### src/rtl/ticket_fare_fsm.sv
// Ticket vending controller: validates a route request, computes the fare, collects coins,
// dispenses tickets one pulse at a time, and returns change or a refund on cancel.
module ticket_fare_fsm #(
   parameter int unsigned STATIONS    = 8,
   parameter int unsigned STN_W       = 3,
   parameter int unsigned MAX_TICKETS = 7,
   parameter int unsigned BASE_FARE   = 5,
   parameter int unsigned STEP_FARE   = 5,
   parameter int unsigned MONEY_W     = 10
) (
   input  logic               clk,
   input  logic               reset,
   input  logic               start,
   input  logic [STN_W-1:0]   origin,
   input  logic [STN_W-1:0]   destination,
   input  logic [2:0]         howManyTicket,
   input  logic               coinValid,
   input  logic [5:0]         coin,
   input  logic               cancel,
   output logic [MONEY_W-1:0] costOfTicket,
   output logic [MONEY_W-1:0] moneyToPay,
   output logic [MONEY_W-1:0] totalMoney,
   output logic               ticketOut,
   output logic               changeValid,
   output logic [MONEY_W-1:0] changeOut,
   output logic               refund,
   output logic               coinReject,
   output logic               error,
   output logic               busy
);

   localparam int unsigned CNT_W = 3;

   localparam logic [2:0] st_idle     = 3'd0;
   localparam logic [2:0] st_pay      = 3'd1;
   localparam logic [2:0] st_dispense = 3'd2;
   localparam logic [2:0] st_change   = 3'd3;
   localparam logic [2:0] st_refund   = 3'd4;

   localparam logic [STN_W:0] stn_lim = (STN_W+1)'(STATIONS);
   localparam logic [CNT_W-1:0] cnt_max = CNT_W'(MAX_TICKETS);

   logic [2:0]         state_q, state_n;
   logic [CNT_W-1:0]   cnt_q, cnt_n;
   logic [MONEY_W-1:0] cost_q, cost_n;
   logic [MONEY_W-1:0] total_q, total_n;
   logic [MONEY_W-1:0] topay_q, topay_n;
   logic [MONEY_W-1:0] chg_out_q, chg_out_n;
   logic               ticket_q, ticket_n;
   logic               chg_valid_q, chg_valid_n;
   logic               refund_q, refund_n;
   logic               coin_rej_q, coin_rej_n;
   logic               err_q, err_n;
   logic               busy_q, busy_n;

   logic [STN_W-1:0]   dist_c;
   logic [MONEY_W-1:0] fare_c;
   logic               req_ok_c;
   logic               coin_ok_c;
   logic [MONEY_W-1:0] pay_total_c;

   // Request decode and fare arithmetic
   always_comb begin
      dist_c    = (origin > destination) ? (origin - destination) : (destination - origin);
      fare_c    = MONEY_W'(howManyTicket) *
                  (MONEY_W'(BASE_FARE) + MONEY_W'(STEP_FARE) * MONEY_W'(dist_c));
      req_ok_c  = (origin != destination) &&
                  ({1'b0, origin} < stn_lim) && ({1'b0, destination} < stn_lim) &&
                  (howManyTicket != 3'd0) && (howManyTicket <= cnt_max);
      coin_ok_c = (coin == 6'd1) || (coin == 6'd5) || (coin == 6'd10) || (coin == 6'd50);
   end

   // Next state and next registered outputs
   always_comb begin
      state_n     = state_q;
      cnt_n       = cnt_q;
      cost_n      = cost_q;
      total_n     = total_q;
      topay_n     = topay_q;
      chg_out_n   = chg_out_q;
      ticket_n    = 1'b0;
      chg_valid_n = 1'b0;
      refund_n    = 1'b0;
      coin_rej_n  = 1'b0;
      err_n       = 1'b0;
      pay_total_c = total_q;

      case (state_q)
         st_idle: begin
            if (start) begin
               if (req_ok_c) begin
                  cnt_n   = howManyTicket;
                  cost_n  = fare_c;
                  total_n = '0;
                  topay_n = fare_c;
                  state_n = st_pay;
               end else begin
                  err_n = 1'b1;
               end
            end
         end
         st_pay: begin
            if (coinValid) begin
               if (coin_ok_c) pay_total_c = total_q + MONEY_W'(coin);
               else           coin_rej_n  = 1'b1;
            end
            total_n = pay_total_c;
            topay_n = (pay_total_c >= cost_q) ? '0 : (cost_q - pay_total_c);
            // Cancel wins over a paying coin; that coin is still refunded
            if (cancel) begin
               state_n     = st_refund;
               chg_valid_n = 1'b1;
               chg_out_n   = pay_total_c;
               refund_n    = 1'b1;
            end else if (pay_total_c >= cost_q) begin
               state_n  = st_dispense;
               ticket_n = 1'b1;
            end
         end
         st_dispense: begin
            if (cnt_q <= CNT_W'(1)) begin
               state_n     = st_change;
               chg_valid_n = 1'b1;
               chg_out_n   = total_q - cost_q;
            end else begin
               cnt_n    = cnt_q - CNT_W'(1);
               ticket_n = 1'b1;
            end
         end
         st_change: state_n = st_idle;
         st_refund: state_n = st_idle;
         default:   state_n = st_idle;
      endcase

      busy_n = (state_n != st_idle);
   end

   // State and output registers
   always_ff @(posedge clk or negedge reset) begin
      if (!reset) begin
         state_q     <= st_idle;
         cnt_q       <= '0;
         cost_q      <= '0;
         total_q     <= '0;
         topay_q     <= '0;
         chg_out_q   <= '0;
         ticket_q    <= 1'b0;
         chg_valid_q <= 1'b0;
         refund_q    <= 1'b0;
         coin_rej_q  <= 1'b0;
         err_q       <= 1'b0;
         busy_q      <= 1'b0;
      end else begin
         state_q     <= state_n;
         cnt_q       <= cnt_n;
         cost_q      <= cost_n;
         total_q     <= total_n;
         topay_q     <= topay_n;
         chg_out_q   <= chg_out_n;
         ticket_q    <= ticket_n;
         chg_valid_q <= chg_valid_n;
         refund_q    <= refund_n;
         coin_rej_q  <= coin_rej_n;
         err_q       <= err_n;
         busy_q      <= busy_n;
      end
   end

   assign costOfTicket = cost_q;
   assign moneyToPay   = topay_q;
   assign totalMoney   = total_q;
   assign ticketOut    = ticket_q;
   assign changeValid  = chg_valid_q;
   assign changeOut    = chg_out_q;
   assign refund       = refund_q;
   assign coinReject   = coin_rej_q;
   assign error        = err_q;
   assign busy         = busy_q;

endmodule

### config.mk
export PLATFORM = sky130hd
export DESIGN_NAME = ticket_fare_fsm
export DESIGN_NICKNAME = d
export VERILOG_FILES = /design/src/rtl/ticket_fare_fsm.sv
export SDC_FILE = /design/constraint.sdc
export NUM_CORES = 1
export LEC_CHECK = 0
export CAP_MARGIN = 20
export CELL_PAD_IN_SITES_DETAIL_PLACEMENT = 1
export CELL_PAD_IN_SITES_GLOBAL_PLACEMENT = 2
export CORE_AREA = 4 4 94 163
export CTS_CLUSTER_DIAMETER = 200
export DETAILED_ROUTE_END_ITERATION = 16
export DIE_AREA = 0 0 98 167
export GPL_TIMING_DRIVEN = 0
export PLACE_DENSITY_LB_ADDON = 0.1
export SLEW_MARGIN = 10
export SYNTH_ARGS = -nofsm -noshare
export SYNTH_HDL_FRONTEND = slang
export SYNTH_SLANG_ARGS = --single-unit
### constraint.sdc
create_clock -name clk -period 3.5 [get_ports clk]
set_input_delay 0.7 -clock clk [delete_from_list [all_inputs] [get_ports clk]]
set_output_delay 0.7 -clock clk [all_outputs]
set_load 0.03 [all_outputs]
==> qor.txt <==
Outcome: complete, but fails checks
Failing checks: negative setup slack
Endpoint class of the critical path: register
Num CTS Buffers: 5
Initial antenna violation count: 0
Dominant cell type by area after synthesis: dfrtp_1
# IOs: 66
Leakage: 2.591 nW
Die H: 167 um
Gr usage total: 0.1816
Final Cycle Share: 1.296
Fmax: 220.5 MHz
Antenna-violating nets left: 0
Syn. warnings: 0
Register area share after synthesis: 0.3096
Yosys reg bits: 51
Total power: 5.294 mW
Placed cell count: 702
Worst slew margin: 0.4654
Worst-path clk slew: 80 ps
CTS Sinks: 51
Vias: 3868
Final GP Congestion: 0.8487
Iter 0 DRT Violations: 106
Post-synth EDFFs: 0
Max VDD drop: 0.3914 mV
Dominant cells by area after synthesis: dfrtp_1 (31%), ha_1 (13%), fa_1 (4.9%)
Die ar.: 0.01637 sq mm
Overflow after GRT: 0
First-pass GRT wire length: 23270 um
Later-pin clock latency in the skew report: 300 ps
FFs w/ async S/R, synth: 1.000
RSZ-0062 raised after global routing: yes
Routed WL per cell: 19.36 um
Vias in the first global route: 4293
Filler cells: 1617
Measured slew at the worst slew-check pin: 790.7 ps
Max capacitance violation total: 0
N_diodes: 0
Final hold slack: 438.8 ps
Largest net degree at the start of global routing: 52
Hold Path Class: in -> async
Crit path kind: in -> reg
Worst Setup Start Kind: primary input
Buffers on Ports: 64
CTS max path bufs: 2
Cell count after synthesis: 461
Fin worst setup slack: -1035 ps
Core Box Area: 0.01391 sq mm
Hold-fix buffers at CTS: 0
Area Overhead vs Synth: 46.01%
Pre-Repair DR Iteration Count: 4
Final Hold Vio Count: 0
Core Rows: 57
Mapped Area: 0.004123 sq mm
HPWL Detailed: 11360 um
CTS Root Cell: clkbuf_16
Post-synth net total: 535
Final setup violation count: 19
Critical path peak fanout: 3
Avg Vias per Cell: 5.164
Worst Path Required: 3690 ps
Average cell area after synthesis: 8.943 sq um
Max Slew Vio Count: 0
Synth unique cells: 66
Worst clock skew: 7.027 ps
R2r worst-path depth: 15
P per Cell Area: 879.4 mW/mm^2
Die span in x: 98 um
H-Tree Depth: 2
Final worst path period need: 4535 ps
Top cell type's share of synthesized area: 0.3096
CP arrival: 4730 ps
Most frequent cells in the layout: dfrtp_1 (50), clkdlybuf4s50_1 (50), buf_4 (41)
Nets@finish: 645
Non-filler cells, final: 749
Final wirelength: 14500 um
TritonCTS clock tree: yes
Layout cells sized above 1: 0.2657
Residual DRC count: 0
Initial Util: 0.2964
Top FF cell, synth: dfrtp_1
## flip-flops by register name, summed over array words and instances, names as in the netlist
register / count
state_q: 3
costOfTicket: 9
changeValid: 1
changeOut: 10
totalMoney: 10
error: 1
busy: 1
cnt_q: 3
ticketOut: 1
refund: 1
coinReject: 1
moneyToPay: 10
## routing by layer
| layer | GRT usage | up-vias | share of wire |
|---|---|---|---|
| met1 | 0.1878 | 1928 | 0.36 |
| met2 | 0.3614 | 71 | 0.58 |
| met5 | 0 | - | 0 |
| li1 | - | 1851 | - |
| met3 | 0.01842 | 18 | 0.024 |
| met4 | 0.07294 | 0 | 0.029 |
## layout make-up
type,instances,area (sq um),area share
sequential,51,1277,0.2122
clock buffer,5,125.1,0.02079
tap,177,221.5,0.03679
timing repair buffer,104,932.1,0.1549
clock inverter,3,46.29,0.007691
inverter,41,166.4,0.02765
multi-input combinational,356,3193,0.5305
buffer,12,57.56,0.009561
## stage by stage
| step | cell area (sq um) | setup slack (ps) | TNS (ps) | utilization |
|---|---|---|---|---|
| 4_1_cts | 5887 | -1075 | -11430 | 0.4233 |
| 3_3_place_gp | 5155 | -2351 | -36810 | 0.3707 |
| 6_report | 6020 | -1035 | -11090 | 0.4328 |
| 2_1_floorplan | 4293 | -1077 | -10510 | - |
| 3_5_place_dp | 5152 | -2412 | -35720 | 0.3705 |
| 5_1_grt | 6020 | -1186 | -13920 | 0.4328 |
## worst max-delay path, cell delays in order
cell,delay (ps)
buf_12,90
inv_12,30
ha_4,240
a21o_1,160
a21oi_4,70
a31oi_4,200
mux2_2,410
ha_1,330
ha_4,320
a31oi_4,90
xnor2_2,160
buf_4,140
buf_4,120
buf_4,120
and2_1,150
ha_1,290
ha_1,340
a21oi_2,180
mux2i_1,270
a21oi_1,110
a31o_1,200
## power by group
group,switching (mW),internal (mW)
Combinational,2.06,1.67
Sequential,0.183,0.795
Clock,0.250,0.341
## final timing paths
kind / end / slack [ps] / from
worst max-delay path: moneyToPay[7] / -1030 / origin[1]
worst min-delay path: changeOut[1] / 440 / reset
worst max register to register: moneyToPay[0] / -230 / totalMoney[0]
worst min register to register: changeOut[2] / 500 / changeOut[2]
max in group asynchronous: totalMoney[0] / 2570 / reset
min in group clk: changeOut[2] / 500 / changeOut[2]
## what timing repair did
action | CTS | global route
setup endpoints to repair | 20 | 20
setup buffers | 32 | 8
gates resized for setup | 111 | 17
pin swaps | 50 | 22
## logic make-up after synthesis
kind of cell    share of synthesized area
other cells                     0.0009096
flops                              0.3096
mux                               0.03399
xor+xnor                          0.04886
compound gates                     0.2064
fa+ha+maj                          0.1821
buf+inv                           0.05068
simple gates                       0.1675
## cells in the mapped netlist, types with 10 or more instances
| cell type | n |
|---|---|
| nand3_1 | 10 |
| xnor2_1 | 12 |
| ha_1 | 44 |
| dfrtp_1 | 51 |
| fa_1 | 10 |
| o21ai_1 | 23 |
| nand2_1 | 42 |
| nor2_1 | 30 |
| inv_1 | 40 |
| a21oi_1 | 23 |
| nor3_1 | 10 |
| o21ai_0 | 14 |
| and2_1 | 10 |
| xor2_1 | 11 |
Power figures use the tool's default switching activity.
